File: config.mk
export PLATFORM = sky130hd
export DESIGN_NAME = vga_frame_engine
export DESIGN_NICKNAME = d
export VERILOG_FILES = /design/src/rtl/vga_pkg.sv /design/src/rtl/vga_timing_gen.sv /design/src/rtl/vga_frame_engine.sv
export SDC_FILE = /design/constraint.sdc
export NUM_CORES = 1
export LEC_CHECK = 0
export CORE_MARGIN = 3
export CORE_UTILIZATION = 55
export DETAILED_ROUTE_END_ITERATION = 8
export PLACE_DENSITY = 0.77
export RECOVER_POWER = 50
export SYNTH_ARGS = -nofsm -noshare
export SYNTH_HDL_FRONTEND = slang
export SYNTH_SLANG_ARGS = --single-unit
File: constraint.sdc
create_clock -name clk -period 3 [get_ports clk]
set_clock_uncertainty 0.05 [all_clocks]
set_input_delay 0.6 -clock clk [delete_from_list [all_inputs] [get_ports clk]]
set_output_delay 0.6 -clock clk [all_outputs]
set_load 0.005 [all_outputs]
File: src/rtl/vga_pkg.sv
// Shared timing defaults, display-mode encoding and colour-bar table for the VGA frame engine.
package vga_pkg;

    localparam int unsigned DEF_CLK_DIV  = 2;
    localparam int unsigned DEF_H_ACTIVE = 640;
    localparam int unsigned DEF_H_FP     = 16;
    localparam int unsigned DEF_H_SYNC   = 96;
    localparam int unsigned DEF_H_BP     = 48;
    localparam int unsigned DEF_V_ACTIVE = 480;
    localparam int unsigned DEF_V_FP     = 10;
    localparam int unsigned DEF_V_SYNC   = 2;
    localparam int unsigned DEF_V_BP     = 33;

    typedef enum logic [1:0] {
        MODE_GAME   = 2'd0,
        MODE_BARS   = 2'd1,
        MODE_WHITE  = 2'd2,
        MODE_BORDER = 2'd3
    } mode_e;

    function automatic int unsigned span_total(input int unsigned active, input int unsigned fp,
                                               input int unsigned sync, input int unsigned bp);
        return active + fp + sync + bp;
    endfunction

    function automatic int unsigned cnt_w(input int unsigned n);
        return (n <= 2) ? 1 : $clog2(n);
    endfunction

    function automatic int unsigned max3(input int unsigned a, input int unsigned b,
                                         input int unsigned c);
        int unsigned m;
        m = (a > b) ? a : b;
        return (m > c) ? m : c;
    endfunction

    // {R,G,B} full-scale enables, left-to-right bar order
    function automatic logic [2:0] bar_rgb(input logic [2:0] idx);
        logic [2:0] rgb;
        case (idx)
            3'd0:    rgb = 3'b111;
            3'd1:    rgb = 3'b110;
            3'd2:    rgb = 3'b011;
            3'd3:    rgb = 3'b010;
            3'd4:    rgb = 3'b101;
            3'd5:    rgb = 3'b100;
            3'd6:    rgb = 3'b001;
            default: rgb = 3'b000;
        endcase
        return rgb;
    endfunction

endpackage

File: src/rtl/vga_timing_gen.sv
// Single-clock VGA raster timing: pixel-enable divider, h/v counters, raw sync/active decode,
// end-of-visible-frame pulse and the frame-boundary shadow latch strobe.
module vga_timing_gen
    import vga_pkg::*;
#(
    parameter int unsigned CLK_DIV  = DEF_CLK_DIV,
    parameter int unsigned H_ACTIVE = DEF_H_ACTIVE,
    parameter int unsigned H_FP     = DEF_H_FP,
    parameter int unsigned H_SYNC   = DEF_H_SYNC,
    parameter int unsigned H_BP     = DEF_H_BP,
    parameter int unsigned V_ACTIVE = DEF_V_ACTIVE,
    parameter int unsigned V_FP     = DEF_V_FP,
    parameter int unsigned V_SYNC   = DEF_V_SYNC,
    parameter int unsigned V_BP     = DEF_V_BP,
    localparam int unsigned H_TOTAL = span_total(H_ACTIVE, H_FP, H_SYNC, H_BP),
    localparam int unsigned V_TOTAL = span_total(V_ACTIVE, V_FP, V_SYNC, V_BP),
    localparam int unsigned HW      = cnt_w(H_TOTAL),
    localparam int unsigned VW      = cnt_w(V_TOTAL)
) (
    input  logic          i_clk,
    input  logic          i_rst,
    output logic          o_pix_ce,
    output logic [HW-1:0] o_hcnt,
    output logic [VW-1:0] o_vcnt,
    output logic          o_active,
    output logic          o_hs,
    output logic          o_vs,
    output logic          o_end_frame,
    output logic          o_latch
);

    localparam int unsigned DW = cnt_w(CLK_DIV);

    logic [DW-1:0] r_div;
    logic [HW-1:0] r_hcnt;
    logic [VW-1:0] r_vcnt;
    logic          w_pix_ce;
    logic          w_h_last;
    logic          w_v_last;
    logic [31:0]   w_h;
    logic [31:0]   w_v;

    assign w_pix_ce = (r_div == DW'(CLK_DIV - 1));
    assign w_h_last = (r_hcnt == HW'(H_TOTAL - 1));
    assign w_v_last = (r_vcnt == VW'(V_TOTAL - 1));
    assign w_h      = 32'(r_hcnt);
    assign w_v      = 32'(r_vcnt);

    always_ff @(posedge i_clk) begin
        if (i_rst) begin
            r_div  <= '0;
            r_hcnt <= '0;
            r_vcnt <= '0;
        end else begin
            r_div <= w_pix_ce ? '0 : r_div + DW'(1);
            if (w_pix_ce) begin
                if (w_h_last) begin
                    r_hcnt <= '0;
                    r_vcnt <= w_v_last ? '0 : r_vcnt + VW'(1);
                end else begin
                    r_hcnt <= r_hcnt + HW'(1);
                end
            end
        end
    end

    assign o_pix_ce    = w_pix_ce;
    assign o_hcnt      = r_hcnt;
    assign o_vcnt      = r_vcnt;
    assign o_active    = (w_h < H_ACTIVE) && (w_v < V_ACTIVE);
    assign o_hs        = (w_h >= H_ACTIVE + H_FP) && (w_h < H_ACTIVE + H_FP + H_SYNC);
    assign o_vs        = (w_v >= V_ACTIVE + V_FP) && (w_v < V_ACTIVE + V_FP + V_SYNC);
    // Combinational so the pulse lines up with the qualifying pix_ce and lasts exactly one clk
    assign o_end_frame = !i_rst && w_pix_ce && w_h_last && (r_vcnt == VW'(V_ACTIVE - 1));
    assign o_latch     = w_pix_ce && w_h_last && w_v_last;

endmodule

File: src/rtl/vga_frame_engine.sv
// Pong VGA output path: frame-synchronous position shadows, object hit tests, test-pattern colour mux
// and a 2-stage pixel pipeline keeping colour and sync aligned at the connector.
module vga_frame_engine
    import vga_pkg::*;
#(
    parameter int unsigned CLK_DIV  = DEF_CLK_DIV,
    parameter int unsigned H_ACTIVE = DEF_H_ACTIVE,
    parameter int unsigned H_FP     = DEF_H_FP,
    parameter int unsigned H_SYNC   = DEF_H_SYNC,
    parameter int unsigned H_BP     = DEF_H_BP,
    parameter int unsigned V_ACTIVE = DEF_V_ACTIVE,
    parameter int unsigned V_FP     = DEF_V_FP,
    parameter int unsigned V_SYNC   = DEF_V_SYNC,
    parameter int unsigned V_BP     = DEF_V_BP,
    parameter logic        HS_POL   = 1'b0,
    parameter logic        VS_POL   = 1'b0,
    parameter int unsigned COLOR_W  = 4,
    parameter int unsigned POS_W    = 10,
    parameter int unsigned PAD_W    = 10,
    parameter int unsigned PAD_H    = 60,
    parameter int unsigned PAD1_X   = 20,
    parameter int unsigned PAD2_X   = 610,
    parameter int unsigned BALL_SZ  = 8
) (
    input  logic               clk,
    input  logic               rst,
    input  logic [POS_W-1:0]   y1,
    input  logic [POS_W-1:0]   y2,
    input  logic [POS_W-1:0]   xb,
    input  logic [POS_W-1:0]   yb,
    input  logic [1:0]         mode,
    output logic               vga_hs,
    output logic               vga_vs,
    output logic [COLOR_W-1:0] vga_r,
    output logic [COLOR_W-1:0] vga_g,
    output logic [COLOR_W-1:0] vga_b,
    output logic               end_frame
);

    localparam int unsigned H_TOTAL = span_total(H_ACTIVE, H_FP, H_SYNC, H_BP);
    localparam int unsigned V_TOTAL = span_total(V_ACTIVE, V_FP, V_SYNC, V_BP);
    localparam int unsigned HW      = cnt_w(H_TOTAL);
    localparam int unsigned VW      = cnt_w(V_TOTAL);
    localparam int unsigned EW      = max3(POS_W, HW, VW) + 1;
    localparam int unsigned BAR_W   = (H_ACTIVE >= 8) ? H_ACTIVE / 8 : 1;

    logic          w_pix_ce;
    logic [HW-1:0] w_hcnt;
    logic [VW-1:0] w_vcnt;
    logic          w_active;
    logic          w_hs;
    logic          w_vs;
    logic          w_latch;

    vga_timing_gen #(
        .CLK_DIV  (CLK_DIV),
        .H_ACTIVE (H_ACTIVE),
        .H_FP     (H_FP),
        .H_SYNC   (H_SYNC),
        .H_BP     (H_BP),
        .V_ACTIVE (V_ACTIVE),
        .V_FP     (V_FP),
        .V_SYNC   (V_SYNC),
        .V_BP     (V_BP)
    ) u_timing (
        .i_clk       (clk),
        .i_rst       (rst),
        .o_pix_ce    (w_pix_ce),
        .o_hcnt      (w_hcnt),
        .o_vcnt      (w_vcnt),
        .o_active    (w_active),
        .o_hs        (w_hs),
        .o_vs        (w_vs),
        .o_end_frame (end_frame),
        .o_latch     (w_latch)
    );

    logic [POS_W-1:0] r_y1;
    logic [POS_W-1:0] r_y2;
    logic [POS_W-1:0] r_xb;
    logic [POS_W-1:0] r_yb;
    mode_e            r_mode;

    // Shadows only move on the last pixel of the frame, so a whole frame sees one coherent set
    always_ff @(posedge clk) begin
        if (rst) begin
            r_y1   <= '0;
            r_y2   <= '0;
            r_xb   <= '0;
            r_yb   <= '0;
            r_mode <= MODE_GAME;
        end else if (w_latch) begin
            r_y1   <= y1;
            r_y2   <= y2;
            r_xb   <= xb;
            r_yb   <= yb;
            r_mode <= mode_e'(mode);
        end
    end

    logic [EW-1:0] w_x;
    logic [EW-1:0] w_y;
    logic          w_ball;
    logic          w_pad1;
    logic          w_pad2;
    logic          w_border;
    logic [2:0]    w_bar;

    // Widened compares: objects past the right/bottom edge clip instead of wrapping to 0
    assign w_x      = EW'(w_hcnt);
    assign w_y      = EW'(w_vcnt);
    assign w_ball   = (w_x >= EW'(r_xb)) && (w_x < EW'(r_xb) + EW'(BALL_SZ)) &&
                      (w_y >= EW'(r_yb)) && (w_y < EW'(r_yb) + EW'(BALL_SZ));
    assign w_pad1   = (w_x >= EW'(PAD1_X)) && (w_x < EW'(PAD1_X) + EW'(PAD_W)) &&
                      (w_y >= EW'(r_y1)) && (w_y < EW'(r_y1) + EW'(PAD_H));
    assign w_pad2   = (w_x >= EW'(PAD2_X)) && (w_x < EW'(PAD2_X) + EW'(PAD_W)) &&
                      (w_y >= EW'(r_y2)) && (w_y < EW'(r_y2) + EW'(PAD_H));
    assign w_border = (w_x == '0) || (w_x == EW'(H_ACTIVE - 1)) ||
                      (w_y == '0) || (w_y == EW'(V_ACTIVE - 1));
    assign w_bar    = (32'(w_hcnt) >= 7 * BAR_W) ? 3'd7 : 3'(32'(w_hcnt) / BAR_W);

    logic       r_s1_hit;
    logic       r_s1_border;
    logic [2:0] r_s1_bar;
    logic       r_s1_active;
    logic       r_s1_hs;
    logic       r_s1_vs;
    mode_e      r_s1_mode;

    always_ff @(posedge clk) begin
        if (rst) begin
            r_s1_hit    <= 1'b0;
            r_s1_border <= 1'b0;
            r_s1_bar    <= '0;
            r_s1_active <= 1'b0;
            r_s1_hs     <= 1'b0;
            r_s1_vs     <= 1'b0;
            r_s1_mode   <= MODE_GAME;
        end else if (w_pix_ce) begin
            r_s1_hit    <= w_ball || w_pad1 || w_pad2;
            r_s1_border <= w_border;
            r_s1_bar    <= w_bar;
            r_s1_active <= w_active;
            r_s1_hs     <= w_hs;
            r_s1_vs     <= w_vs;
            r_s1_mode   <= r_mode;
        end
    end

    logic [2:0] w_rgb;

    always_comb begin
        w_rgb = '0;
        if (r_s1_active) begin
            case (r_s1_mode)
                MODE_GAME:   w_rgb = {3{r_s1_hit}};
                MODE_BARS:   w_rgb = bar_rgb(r_s1_bar);
                MODE_WHITE:  w_rgb = 3'b111;
                MODE_BORDER: w_rgb = {3{r_s1_border}};
                default:     w_rgb = '0;
            endcase
        end
    end

    logic [COLOR_W-1:0] r_red;
    logic [COLOR_W-1:0] r_grn;
    logic [COLOR_W-1:0] r_blu;
    logic               r_hs;
    logic               r_vs;

    always_ff @(posedge clk) begin
        if (rst) begin
            r_red <= '0;
            r_grn <= '0;
            r_blu <= '0;
            r_hs  <= ~HS_POL;
            r_vs  <= ~VS_POL;
        end else if (w_pix_ce) begin
            r_red <= {COLOR_W{w_rgb[2]}};
            r_grn <= {COLOR_W{w_rgb[1]}};
            r_blu <= {COLOR_W{w_rgb[0]}};
            r_hs  <= r_s1_hs ? HS_POL : ~HS_POL;
            r_vs  <= r_s1_vs ? VS_POL : ~VS_POL;
        end
    end

    assign vga_r  = r_red;
    assign vga_g  = r_grn;
    assign vga_b  = r_blu;
    assign vga_hs = r_hs;
    assign vga_vs = r_vs;

endmodule

Yosys cells after proc, flatten, opt, wreduce, memory -nomap -nowiden
Cells that the tools add are included.
{ "word_totals": {"elab_cells": 97, "output_inout_bits": 15, "inputBits": 44, "regBits": 78} }
{ "classes": {"div": 1, "n_eq_ne": 13, "n_reduce_logical": 29, "magnitude_cmp": 19, "muxes": 8, "add_sub_neg": 7} }
{ "ops": {"columns": ["cell", "n"], "rows": [
  ["10-bit by 11-bit less-than comparator with 1-bit output", 4],
  ["10-bit greater-or-equal comparator", 4],
  ["10-bit by 7-bit divider with 32-bit output, second input constant", 1],
  ["10-bit == test, second input constant", 3],
  ["10-bit greater-or-equal comparator, second input constant", 3],
  ["10-bit less-than comparator, second input constant", 3],
  ["10-bit by 4-bit adder with 11-bit output, second input constant", 2],
  ["10-bit by 6-bit adder with 11-bit output, second input constant", 2],
  ["11-bit zero test", 2],
  ["3-bit case mux with 7 select lines", 1],
  ["10-bit by 1-bit adder with 10-bit output, second input constant", 2],
  ["10-bit by 9-bit less-than comparator with 1-bit output, second input constant", 2],
  ["10-bit 2-to-1 mux", 2],
  ["1-bit logical AND", 17],
  ["3-bit case mux with 4 select lines", 1],
  ["10-bit by 9-bit == test with 1-bit output, second input constant", 1],
  ["10-bit by 5-bit greater-or-equal comparator with 1-bit output, second input constant", 1],
  ["10-bit by 9-bit greater-or-equal comparator with 1-bit output, second input constant", 1],
  ["10-bit by 5-bit less-than comparator with 1-bit output, second input constant", 1],
  ["3-bit == test, second input constant", 3],
  ["3-bit by 2-bit == test with 1-bit output, second input constant", 2],
  ["3-bit 2-to-1 mux", 2],
  ["1-bit logical OR", 5],
  ["2-bit == test, second input constant", 2],
  ["other kinds (9)", 10]
]} }

Logic depth before layout (Yosys ltp)
Gate-level depths: netlist of the first run.
{ "logic_depth": {"ltp_word": 7, "depth_mapped": 11, "ltp_nobuf": 11} }

Cells and area by module
From an unflattened synthesis of the first run, not the netlist that was laid out.
{ "hier_totals": {"cells_unflattened": 694, "area_unflattened_um2": 5864.4} }
{ "modules_own_cells": {"columns": ["module", "area_per_inst_um2", "cells_each", "instances"], "rows": [
  ["vga_frame_engine", 4682.0, 560, 1],
  ["vga_timing_gen", 1182.4, 134, 1]
]} }

Worst setup path before layout of the first run
Ideal clock, no wire load.
{ "synth_timing": {"path_type": "register to register", "start": "reg r_y2[2]", "end": "reg r_s1_hit", "required_ns": 2.871, "path_buffers": 0, "slack_ns": 0.532, "period_less_slack_ns": 2.468, "setup_ns": 0.079, "path_stages_with_launch": 12, "arrival_ns": 2.339, "path_cell_list": "dfxtp_1 inv_1 ha_1 nand3_1 xnor2_1 ha_1 or4_1 a21oi_1 o21ai_1 a221o_1 a221o_1 o211ai_1"} }
{ "synth_via": {"elab_chain_cells": 4, "elab_cells_between_ends": 6, "cone_classes": "1 x add/sub; 2 x order compare; 3 x reduce/logical"} }
{ "synth_lines": {"columns": ["element", "line_no", "source"], "rows": [
  ["from (decl)", "vga_frame_engine.sv:79", "logic [POS_W-1:0] r_y2;"],
  ["from (signal assigned)", "vga_frame_engine.sv:94", "r_y2 <= y2;"],
  ["10-bit by 6-bit adder with 11-bit output or 10-bit greater-or-equal comparator (tied branches)", "vga_frame_engine.sv:117", "(w_y >= EW'(r_y2)) && (w_y < EW'(r_y2) + EW'(PAD_H));"],
  ["10-bit by 11-bit less-than comparator with 1-bit output or 1-bit logical AND (tied branches)", "vga_frame_engine.sv:117, vga_frame_engine.sv:116", null],
  ["1-bit logical AND *", "vga_frame_engine.sv:117", null],
  ["1-bit logical OR *", "vga_frame_engine.sv:140", "r_s1_hit <= w_ball || w_pad1 || w_pad2;"],
  ["to (signal assigned)", "vga_frame_engine.sv:140", null],
  ["to (decl)", "vga_frame_engine.sv:122", "logic r_s1_hit;"]
]} }
Every way passes the cells marked *; elsewhere a longest branch is shown, timed or not.
A chain may end at the register's enable or synchronous reset.

Worst setup path in the final report of the first run
{ "layout_timing": {"start": "reg u_timing.r_hcnt[0] (netlist: u_timing.o_hcnt[0])", "end": "out end_frame"} }
{ "layout_via": {"elab_chain_cells": 3} }
{ "layout_lines": {"columns": ["element", "line_no", "source"], "rows": [
  ["from (decl)", "vga_timing_gen.sv:35", "logic [HW-1:0] r_hcnt;"],
  ["from (signal assigned)", "vga_timing_gen.sv:61", "r_hcnt <= r_hcnt + HW'(1);"],
  ["10-bit == test", "vga_timing_gen.sv:44", "assign w_h_last = (r_hcnt == HW'(H_TOTAL - 1));"],
  ["1-bit logical AND (2 in a row)", "vga_timing_gen.sv:74", "assign o_end_frame = !i_rst && w_pix_ce && w_h_last && (r_vcnt == VW'(V_ACTIVE - 1));"],
  ["to (decl)", "vga_frame_engine.sv:37", "output logic end_frame"]
]} }
No other way between the ends.

==> impl.org, run 1 <==
** Outcome
- Outcome :: complete, but fails checks
- The checks that failed: max-capacitance violations, max-slew violations.

** Worst hold path
- The startpoint identified for the worst hold timing path is r_mode[1].
- The min-delay analysis places its worst path in the category register to register.

** Worst setup path
- Crit path largest cell delay :: 0.44 ns
- In this run the worst path has a maximum fanout of 7.
- STA classifies the critical path endpoint as an output pin.
- The critical path starts at u_timing.o_hcnt[0].
- Arrival time worst endpoint :: 2.05 ns
- Walking the worst path, the cells encountered are ha_1, nand4_1, nor4_2, nand3b_1, nor3_2, dlymetal6s2s_1.
- STA classifies the critical path startpoint as a register.
- Library cell contributing the largest single delay on the critical path :: sky130_fd_sc_hd__dfxtp_1
- Worst flop-to-flop path startpoint :: r_y2[2]
- Critical setup path kind :: register to output pin
- For the worst setup path, the data required time is 2.35 ns.

** CTS
- Clock tree from TritonCTS :: done
- Clock tree root buffer cell :: sky130_fd_sc_hd__clkbuf_8
- Buffers inserted to repair hold after CTS numbered 0.
- In this run the deepest clock path goes through 2 buffers.
- Clock latency at the later pin of the worst-skew pair :: 0.37 ns
- Clock tree synthesis inserted a total of 9 buffers.
- Clk sinks :: 78
- Setup fix buffers added after clock tree synthesis :: 0
- H-tree levels :: 3
- Clock-pin slew was measured on the worst setup and hold paths at 0.09 ns.

** Route
- In the final routed layout, each cell accounts on average for 15.3 um.
- Drt first-iter violations :: 257
- Antenna viol nets, final :: 0
- In the routed design, unresolved DRC markers number 0.
- Via count of the routed design :: 5051
- Using the TritonRoute via totals, the vias-per-cell ratio works out to 5.66.
- The first detailed-routing pass took 4 iterations.
- Wire length after detailed routing :: 13700 um

** STA
- The worst path meets setup with 0.300 ns of slack.
- Final count of hold timing violations :: 0
- Share of the clock period used by the worst path :: 0.900
- In this run the tightest slew margin relative to its limit is -0.174.
- Clock period minus final worst setup slack :: 2.70 ns
- After routing, the total negative slack on setup checks comes to 0 ns.
- The final max-slew violation count is 30.
- At the pin with the least slew margin, the transition time is 1.76 ns.
- Setup-failing EPs final :: 0
- Static timing analysis puts the maximum clock frequency at 370 MHz.
- RSZ-0062 raised after global routing :: false

** Global routing
- Via count of the first global-routing pass :: 4879
- Global-route wire length before repair :: 23000 um
- Pin count of the biggest net entering global routing :: 43
- Global routing finished with a remaining overflow of 0.
- Total Routing Usage GR :: 0.243
- Antenna violations before repair :: 0

** Yosys
- Synthesis produced a netlist with a net count of 829.
- Synthesis produced 706 cells.
- Total number of yosys warnings :: 0
- Synth Cell Area :: 5870 um2
- Yosys mapped the design onto 58 distinct sky130hd cell types.
- Number of flip-flops and latches in the synthesized netlist :: 78
- Among all flip-flop cells after synthesis, the most frequent one is sky130_fd_sc_hd__dfxtp_1.
- Averaged over all synthesized cells, the footprint is 8.32 um2.
- Async set-reset flop share out of synthesis :: 0
- Number of enable-type register cells in the synthesized netlist :: 0
- For this run, the register share of the synthesized area comes to 0.266.

** Final layout
- Post-layout utilization of the core :: 0.644
- In the final design database the tool counted 876 nets.
- 0 antenna diodes ended up in the layout.
- Synth-to-Final Area Change :: 13.7%
- Fraction of final layout cells with drive strength greater than 1 :: 0.161
- The filler cells instantiated in the layout total 935.
- Excluding fillers, the count of instances in the completed layout stands at 893.

** Placement
- RD Place Congestion :: 0.887
- Placed Cells :: 878
- Before CTS, the worst setup slack after placement is 0.307 ns.
- In this run the tool buffered the top-level ports with 58 buffer cells.
- Detailed placement ended at an HPWL of 10400 um.

** Die
- The floorplan step set the die height to 109 um.
- Die Wd :: 109 um
- The floorplan step defined a core boundary enclosing 10400 um2.
- Initial Util :: 0.566
- # rows :: 37
- Overall die area :: 11900 um2
- I/O pin cnt :: 59

** Job
- Across the run, the number of max-cap violations was 1.

** Pwr
- The analysis attributes to cell leakage a power of 2.53 nW.
- Dividing total power by cell area gives a power density of 318 nW/um2.
- Maximum VDD drop :: 0.188 mV
==> layout by cell type (no fill, tap or decap), types with 3 or more instances in the layout <==
cell                              netlist  routed
sky130_fd_sc_hd__a21oi_1               24      24
sky130_fd_sc_hd__ha_1                  79      78
sky130_fd_sc_hd__nor2b_1                7       7
sky130_fd_sc_hd__nand2_1               77      77
sky130_fd_sc_hd__xnor2_1               28      28
sky130_fd_sc_hd__a21oi_2               40      40
sky130_fd_sc_hd__nand2_2               40      40
sky130_fd_sc_hd__a31oi_1                6       6
sky130_fd_sc_hd__nand3b_1               5       5
sky130_fd_sc_hd__o21ai_0               17      17
sky130_fd_sc_hd__dlygate4sd3_1          0      14
sky130_fd_sc_hd__nor3_1                16      15
sky130_fd_sc_hd__nand3_1               25      25
sky130_fd_sc_hd__a2111oi_0              6       6
sky130_fd_sc_hd__and3_1                 5       5
sky130_fd_sc_hd__o2111ai_1              4       4
sky130_fd_sc_hd__buf_4                 13      19
sky130_fd_sc_hd__o211ai_1               5       5
sky130_fd_sc_hd__a22o_1                 3       3
sky130_fd_sc_hd__a211oi_1               3       3
sky130_fd_sc_hd__nand4_1               13      14
sky130_fd_sc_hd__mux2i_1                6       6
sky130_fd_sc_hd__or3_1                  5       5
sky130_fd_sc_hd__inv_1                 49      49
sky130_fd_sc_hd__o21a_1                 8       8
sky130_fd_sc_hd__nand2b_1              16      16
sky130_fd_sc_hd__clkbuf_1              15       4
sky130_fd_sc_hd__clkbuf_8               0      11
sky130_fd_sc_hd__a21o_1                 8       8
sky130_fd_sc_hd__xor2_1                10      10
sky130_fd_sc_hd__nor4_1                 3       3
sky130_fd_sc_hd__clkdlybuf4s50_1        0      42
sky130_fd_sc_hd__dfxtp_1               78      77
sky130_fd_sc_hd__or4_1                  3       3
sky130_fd_sc_hd__o221ai_1               3       3
sky130_fd_sc_hd__nor2_1                42      42
==> power by group <==
part / leakage [nW] / switching (mW) / internal, mW
sequential: 0.631 / 0.0106 / 1.05
combinational: 1.79 / 0.0671 / 0.0822
clock: 0.109 / 0.409 / 0.510
total: 2.53 / 0.487 / 1.64
==> Yosys cell counts, types with 6 or more instances <==
cell type	n	area [um2]
sky130_fd_sc_hd__dfxtp_1	78	1560
sky130_fd_sc_hd__nor2b_1	7	43.8
sky130_fd_sc_hd__mux2i_1	6	60.1
sky130_fd_sc_hd__nand3_1	25	125
sky130_fd_sc_hd__buf_4	13	97.6
sky130_fd_sc_hd__nor2_1	42	158
sky130_fd_sc_hd__a2111oi_0	6	52.6
sky130_fd_sc_hd__a21oi_1	24	120
sky130_fd_sc_hd__inv_1	49	184
sky130_fd_sc_hd__xnor2_1	28	245
sky130_fd_sc_hd__a31oi_1	6	37.5
sky130_fd_sc_hd__a21o_1	8	60.1
sky130_fd_sc_hd__clkbuf_1	15	56.3
sky130_fd_sc_hd__xor2_1	10	87.6
sky130_fd_sc_hd__nand2_1	77	289
sky130_fd_sc_hd__ha_1	79	988
sky130_fd_sc_hd__nor3_1	16	80.1
sky130_fd_sc_hd__a21oi_2	40	350
sky130_fd_sc_hd__o21ai_0	17	85.1
sky130_fd_sc_hd__nand2b_1	16	100
sky130_fd_sc_hd__nand2_2	40	250
sky130_fd_sc_hd__o21a_1	8	60.1
sky130_fd_sc_hd__buf_2	10	50.1
sky130_fd_sc_hd__nand4_1	13	81.3
==> cell type report <==
type	count	area [um2]	share of cell area
clock inverter	3	67.6	0.0101
tap	136	170	0.0255
sequential	78	1560	0.234
timing repair buffer	80	732	0.110
multi-input combinational	535	3810	0.570
clock buffer	12	155	0.0232
inverter	49	184	0.0275
==> sequential cells by signal, summed over array words and instances (netlist names), 2 cells and up <==
signal and count:
r_xb 10, r_y1 10, r_y2 10, r_yb 10
u_timing.o_hcnt 10, u_timing.o_vcnt 10, r_s1_bar 3, r_mode 2
r_s1_mode 2
==> metrics by stage <==
stage / instance area, um2 / hold slack [ns] / total power, mW
global route: 6680 / 0.437 / 2.19
global placement: 6480 / 0.400 / 1.23
CTS: 6720 / 0.420 / 2.14
detailed placement: 6480 / 0.408 / 1.23
finish: 6680 / 0.418 / 2.13
floorplan: 5870 / 0.375 / 1.15
==> metal layers <==
layer,vias to the layer above,wire [um],GRT usage,share of wire
met2,98,6800,0.409,0.50
li1,2552,-,-,-
met1,2372,6030,0.307,0.44
met3,29,480,0.0358,0.035
met4,0,339,0.108,0.025
met5,-,0,0,0
==> worst paths after layout <==
kind                            cells past startpoint  slack, ns         to
worst max-delay path                                6       0.30  end_frame
worst max register to register                     11       0.30   r_s1_hit
worst min-delay path                                2       0.42  r_mode[1]
worst min register to register                      2       0.42  r_mode[1]
==> timing repair <==
item                                    4_1_cts  5_1_grt
gates resized for setup                       4        2
endpoints found under the setup margin        1        1
endpoints found under the hold margin         0        0
==> worst max-delay path, delay by kind of cell, from the launching register on <==
family        cells  cell delay, ns
fa+ha+maj         1            0.22
buf+inv           1            0.15
flops             1            0.44
simple gates      4            0.86
==> logic make-up after synthesis <==
family	count (synthesis)	synth area share
flops	78	0.266
compound gates	147	0.184
mux	6	0.0102
buf+inv	93	0.0829
simple gates	265	0.232
fa+ha+maj	79	0.168
xor+xnor	38	0.0567
No activity file was read; power rests on OpenSTA's default activity.
==> run 2: changes to the inputs <==
--- a/config.mk
+++ b/config.mk
@@ -5,6 +5,7 @@
 export SDC_FILE = /design/constraint.sdc
 export NUM_CORES = 1
 export LEC_CHECK = 0
+export CAP_MARGIN = 20
 export CORE_MARGIN = 3
 export CORE_UTILIZATION = 55
 export DETAILED_ROUTE_END_ITERATION = 8
==> results of run 2 <==
Final layout, timing and power as in run 1 (identical DEF).
==> run 3: changes to the inputs <==
--- a/config.mk
+++ b/config.mk
@@ -6,10 +6,11 @@
 export NUM_CORES = 1
 export LEC_CHECK = 0
 export CAP_MARGIN = 20
+export CORE_ASPECT_RATIO = 1.1
 export CORE_MARGIN = 3
 export CORE_UTILIZATION = 55
 export DETAILED_ROUTE_END_ITERATION = 8
-export PLACE_DENSITY = 0.77
+export PLACE_DENSITY = 0.82
 export RECOVER_POWER = 50
 export SYNTH_ARGS = -nofsm -noshare
 export SYNTH_HDL_FRONTEND = slang
==> impl.org, run 3 (synthesized netlist as in run 1, its figures left out) <==
** Worst hold path
- Hold path startpoint :: r_y1[1] (was r_mode[1])
- Hold Crit Class :: register to register (unchanged)

** Worst setup path
- The path type of the worst setup path was register to output pin (unchanged).
- The signal arrival time at the worst endpoint came to 2.23 ns (was 2.05 ns).
- The critical path endpoint category is an output pin (unchanged).
- CP startpoint :: u_timing.o_vcnt[0] (was u_timing.o_hcnt[0])
- The data required time of the worst path is 2.35 ns (about the same).
- The worst flop-to-flop path startpoint is u_timing.o_pix_ce (was r_y2[2]).
- Kind of start point of the critical path :: register (unchanged)
- Biggest fanout along the worst timing path :: 5 (was 7)

** Route
- Wire length per cell after detailed routing :: 15.5 um (was 15.3 um)
- Detailed-routing iteration count for the pre-antenna-repair pass :: 5 (was 4)
- DRC :: 0 (unchanged)
- The detailed-route wire length is 13900 um (was 13700 um).
- Drt first-iter violations :: 230 (was 257)
- Antenna viol nets, final :: 0 (unchanged)
- Detailed-route vias per instance :: 5.81 (was 5.66)
- Via count of the routed design :: 5187 (was 5051)

** STA
- The time the final worst path needs with I/O delays and setup came to 2.88 ns (was 2.70 ns).
- Worst slew pin tran :: 1.26 ns (was 1.76 ns)
- The setup-violating endpoint count in the final report is 0 (unchanged).
- The final max-slew violation count was 0 (was 30).
- Final count of hold timing violations :: 0 (unchanged)
- Highest achievable clock rate :: 347 MHz (was 370 MHz)
- Share of the clock period used by the worst path :: 0.960 (was 0.900)
- The normalized max-slew margin is 0.159 (was -0.174).

** Final layout
- Count of inserted antenna diode cells :: 0 (unchanged)
- The design area was 6680 um2 (about the same).
- Final non-filler cell total :: 893 (unchanged)
- The most common cell after layout, fill and taps aside is sky130_fd_sc_hd__ha_1 (unchanged).
- The number of nets in the layout is 872 (was 876).
- The fraction of the core area covered by cells at the end of the flow came to 0.660 (was 0.644).
- The area overhead of the layout relative to synthesis is 13.8% (was 13.7%).
- Most used cells in the layout excluding fill and tap cells :: sky130_fd_sc_hd__ha_1 (78), sky130_fd_sc_hd__nand2_1 (77), sky130_fd_sc_hd__dfxtp_1 (75) (was sky130_fd_sc_hd__ha_1 (78), sky130_fd_sc_hd__nand2_1 (77), sky130_fd_sc_hd__dfxtp_1 (77))
- Fraction of final layout cells with drive strength greater than 1 :: 0.163 (was 0.161)

** Placement
- The number of placed instances, taps included came to 878 (unchanged).
- The total placed instance area was 6450 um2 (was 6480 um2).
- The HPWL after detailed placement came to 10400 um (about the same).
- The final weighted congestion of routability-driven global placement came to 0.946 (was 0.887).
- The count of input and output buffers was 58 (unchanged).

** Die
- The standard cell core area came to 10100 um2 (was 10400 um2).
- Overall die area :: 12000 um2 (was 11900 um2)
- The count of pins on the block boundary was 59 (unchanged).
- Die height :: 114 um (was 109 um)
- # rows :: 38 (was 37)
- Initial Util :: 0.580 (was 0.566)
- The die width was 105 um (was 109 um).

** Global routing
- Antenna violations before repair :: 0 (unchanged)
- The global-route track usage on met3 came to 0.0457 (was 0.0358).
- Met2 track demand over resource in global routing :: 0.428 (was 0.409)
- The global routing usage summed across all routing layers is 0.240 (was 0.243).
- GR met1 Demand/Resource :: 0.280 (was 0.307)
- The largest net degree at the start of global routing came to 43 (unchanged).
- The layer with the highest usage is met2 (unchanged).
- Global-route wire length before repair :: 23700 um (was 23000 um)
- The total grt overflow was 0 (unchanged).
- The number of global-route vias before repair is 5209 (was 4879).

** Pwr
- The leakage power of the design is 2.51 nW (was 2.53 nW).
- The overall power came to 2.12 mW (was 2.13 mW).
- Total power per unit cell area :: 317 nW/um2 (was 318 nW/um2)
- The highest ir drop seen on vdd is 0.190 mV (was 0.188 mV).

** CTS
- The insertion delay of the later-clocked pin in the worst-skew pair was 0.38 ns (was 0.37 ns).
- Clock tree from TritonCTS :: done (unchanged)
- The TritonCTS sink count came to 78 (unchanged).
- Reg clk slew, reported paths :: 0.08 ns (was 0.09 ns)
- Clock tree root buffer cell :: sky130_fd_sc_hd__clkbuf_8 (unchanged)
- Number of buffers between clock root and the deepest sink :: 2 (unchanged)
- The TritonCTS buffer count was 9 (unchanged).
- The number of H-tree branching levels came to 3 (unchanged).

** Outcome
- Outcome: completed (was complete, but fails checks).

** Job
- Number of maximum-capacitance violations :: 0 (was 1)
## run 3: changes by cell type in the layout (fill, tap and decap cells not counted), moves of 2 or more
cell                       change
sky130_fd_sc_hd__buf_4         -3
sky130_fd_sc_hd__clkbuf_1      -2
sky130_fd_sc_hd__dfxtp_2       +2
sky130_fd_sc_hd__dfxtp_1       -2
## run 3: metrics by stage
stage                     worst slack, ns  setup TNS [ns]  hold slack (ns)
final                               0.121               0            0.415
after global routing             -0.00602        -0.00602            0.433
after CTS                          0.0205               0            0.415
after detailed placement            0.371               0            0.401
after global placement              0.440               0            0.400
after floorplan                     0.532               0            0.375
## run 3: area by class of cell
cell class / count / area (um2)
multi-input cells: 535 / 3830
clock buffers: 12 / 155
clock inverters: 3 / 67.6
flip-flops and latches: 78 / 1570
fillers: 853 / 3450
inverters: 49 / 184
repair buffers: 76 / 704
well taps: 140 / 175
## run 3: timing repair
item	in CTS	in global routing
setup endpoints to repair	0	1
hold buffers	0	0
buffers inserted	0	0
gates resized for setup	0	5
## run 3: metal layers
metal  vias up  part of all wire
met4         0             0.024
li1       2546                 -
met2       126              0.51
met5         -                 0
met1      2478              0.42
met3        37             0.042
## run 3: worst max-delay path, stage by stage, from the launching register on
cell                              delay [ns]
sky130_fd_sc_hd__dfxtp_2                0.38
sky130_fd_sc_hd__ha_1                   0.22
sky130_fd_sc_hd__nand4_1                0.09
sky130_fd_sc_hd__or4_1                  0.48
sky130_fd_sc_hd__nor3_2                 0.17
sky130_fd_sc_hd__clkdlybuf4s50_1        0.51
## run 3: power breakdown
group / switching, mW / total, mW / internal, mW
logic: 0.0662 / 0.147 / 0.0804
clock network: 0.402 / 0.912 / 0.510
registers: 0.0122 / 1.06 / 1.05
## run 3: worst paths after layout
path / to / slack, ns / depth (start not counted)
hold reg to reg: r_y1[1] / 0.41 / 2
hold / removal: r_y1[1] / 0.41 / 2
setup / recovery: end_frame / 0.12 / 5
setup reg to reg: r_s1_hit / 0.27 / 7
==> variant, RTL diff (flow settings as in run 1) <==
Change the parameter `VS_POL` from 1'b0 to 1'b1.
--- a/src/rtl/vga_frame_engine.sv
+++ b/src/rtl/vga_frame_engine.sv
@@ -14,5 +14,5 @@
     parameter int unsigned V_BP     = DEF_V_BP,
     parameter logic        HS_POL   = 1'b0,
-    parameter logic        VS_POL   = 1'b0,
+    parameter logic        VS_POL   = 1'b1,
     parameter int unsigned COLOR_W  = 4,
     parameter int unsigned POS_W    = 10,
Behaviour: not the same (a bounded check fails within 4 cycles, from zero or initial values and one cycle with rst high).
==> variant against run 1 <==
Area after synthesis shrank 4.2%. Global-route usage shrank 0.33 points. Synthesized cell count grew 0.99%. Design area shrank 2.6%. Routed wire length shrank 1.7%. Highest routed layer unchanged. Total power shrank 3.9%. Sequential cell count is the same. Largest cell class unchanged. Setup slack lost 0.18 ns. Core utilization grew 1.5 points. Fmax shrank 6.4%.
==> variant: results (changes against run 1) <==
xor/xnor cell area share of the yosys netlist=6.383% (was 5.669%); depth of the worst register-to-register path=9 (was 11); startpoint of the tightest hold check path=r_y2[1]$_SDFFE_PP0P_ (was r_mode[1]$_SDFFE_PP0P_); fraction of the yosys area taken by sequential cells=27.76% (was 26.60%); detailed-route vias per instance=5.705 (was 5.656); post-synthesis compound-gate area fraction=18.77% (was 18.39%); setup slack, reg-to-reg=0.27 ns (was 0.30 ns); drt first pass iters=5 (was 4); RD Place Congestion=0.9047 (was 0.8874); first-iteration detailed-routing DRC count=335 (was 257); delay of the slowest cell on the worst path=0.52 ns (was 0.44 ns); fill count=824 (was 935); largest fanout on the critical path=5 (was 7); Worst-Skew Late Latency=0.35 ns (was 0.37 ns); count of cell types in the netlist=59 (was 58); terminating pin of the worst hold path=r_y2[1]$_SDFFE_PP0P_ (was r_mode[1]$_SDFFE_PP0P_); startpoint of the worst register-to-register path=r_y1[2]$_SDFFE_PP0P_ (was r_y2[2]$_SDFFE_PP0P_); synthesized net count=836 (was 829); first-pass GRT wire length=22610 microns (was 23050 microns); routed wire length=13430 microns (was 13650 microns); Static Leakage=2.509 nW (was 2.534 nW); worst setup path start=u_timing.o_vcnt[0]$_SDFFE_PP0P_ (was u_timing.o_hcnt[0]$_SDFFE_PP0P_); DP HPWL=9968 microns (was 10390 microns); share of synthesized area spent on multiplexers=0.8897% (was 1.023%); number of buffers created by CTS=9 (unchanged); number of nets at the end of the flow=887 (was 876); vias in the first global route=4985 (was 4879); slew at the pin with the worst max-slew slack=1.372 ns (was 1.762 ns); worst hold-check path type=register to register (unchanged); root buffer cell=sky130_fd_sc_hd__clkbuf_8 (unchanged); arrival time worst endpoint=2.23 ns (was 2.05 ns); Max rail drop VDD=0.2129 mV (was 0.1876 mV); Commonest cells post-synth=sky130_fd_sc_hd__nand2_1 (112), sky130_fd_sc_hd__ha_1 (79), sky130_fd_sc_hd__dfxtp_1 (78) (was sky130_fd_sc_hd__ha_1 (79), sky130_fd_sc_hd__dfxtp_1 (78), sky130_fd_sc_hd__nand2_1 (77)); pin count of the biggest net entering global routing=69 (was 43); GRT Resource Usage Total=23.92% (was 24.25%); slowest cell on the critical path=sky130_fd_sc_hd__clkdlybuf4s50_1 (was sky130_fd_sc_hd__dfxtp_1); fraction of final layout cells sized beyond drive strength 1=5.982% (was 16.12%); adder-cell share of the synthesized area=17.57% (was 16.84%); cells taking the most area after synthesis=sky130_fd_sc_hd__dfxtp_1 (28%), sky130_fd_sc_hd__ha_1 (18%), sky130_fd_sc_hd__nand2_1 (7.5%) (was sky130_fd_sc_hd__dfxtp_1 (27%), sky130_fd_sc_hd__ha_1 (17%), sky130_fd_sc_hd__a21oi_2 (6.0%)); status=finished, final reports clean (was finished, violations left)
variant: cell count changes after synthesis, sizes merged, moves of 5 or more:
cell   change
nor3       +6
o21ai      +8
nand2      -5
a21oi      +7
variant: report_power, final:
group / switching (mW) / total (mW) / internal, mW
registers: 0.00942 / 1.05 / 1.04
logic: 0.0544 / 0.130 / 0.0754
clock network: 0.392 / 0.860 / 0.467
total: 0.456 / 2.04 / 1.59
variant: cells by family (layout without fill, tap and decap cells):
group                      after synthesis  in the layout
xor gates and xnor gates                41             41
DFF                                     78             78
AOI/OAI and AO/OA                      164            164
buffers and inverters                   93            149
adders and majority gates               79             79
muxes                                    5              5
and+or+nand+nor                        253            253
variant: metrics by stage:
step / cells / setup slack (ns) / hold WS (ns) / setup TNS, ns / instance area [sq um]
6_report: 902 / 0.1165 / 0.4084 / 0 / 6505
5_1_grt: 902 / -0.002431 / 0.4271 / -0.002431 / 6505
4_1_cts: 902 / 0.03689 / 0.4126 / 0 / 6514
3_5_place_dp: 886 / 0.3461 / 0.4010 / 0 / 6300
3_3_place_gp: 886 / 0.4647 / 0.3952 / 0 / 6300
2_1_floorplan: 713 / 0.6055 / 0.3754 / 0 / 5625
variant: layer usage:
layer | wire, microns | global-route usage (%)
met2 | 6489 | 41.33
met1 | 6047 | 30.21
met4 | 208 | 7.854
met5 | 0 | 0
met3 | 680 | 3.974
variant: how the worst max path moves through the flow:
| stage | end | cells after the start |
|---|---|---|
| after global routing | r_yb[6]$_SDFFE_PP0P_ | 8 |
| after CTS | end_frame | 6 |
| final | end_frame | 6 |
| after global placement | end_frame | 6 |
| after floorplan | r_s1_bar[0]$_SDFFE_PP0P_ | 11 |
| after detailed placement | r_s1_hit$_SDFFE_PP0P_ | 9 |
variant: area by class of cell:
cell class / instances / area, sq um / share of cell area (%)
clock buffer: 10 / 127.6 / 1.962
clock inverter: 6 / 86.33 / 1.327
timing repair buffer: 80 / 724.4 / 11.14
tap: 133 / 166.4 / 2.558
multi-input combinational: 542 / 3638 / 55.93
sequential: 78 / 1563 / 24.02
inverter: 53 / 198.9 / 3.058
variant: worst max-delay path: cells and delay by family (launching register included):
kind | cells | cell delay, ns
adder cells (fa/ha/maj) | 1 | 0.26
buffers and inverters | 1 | 0.52
flip-flops | 1 | 0.41
AND/OR/NAND/NOR | 4 | 0.69
variant: what timing repair did:
item	in CTS	in global routing
setup buffers	0	0
endpoints found under the hold margin	0	0
resized for setup	0	2
endpoints found under the setup margin	0	1
hold buffers	0	0
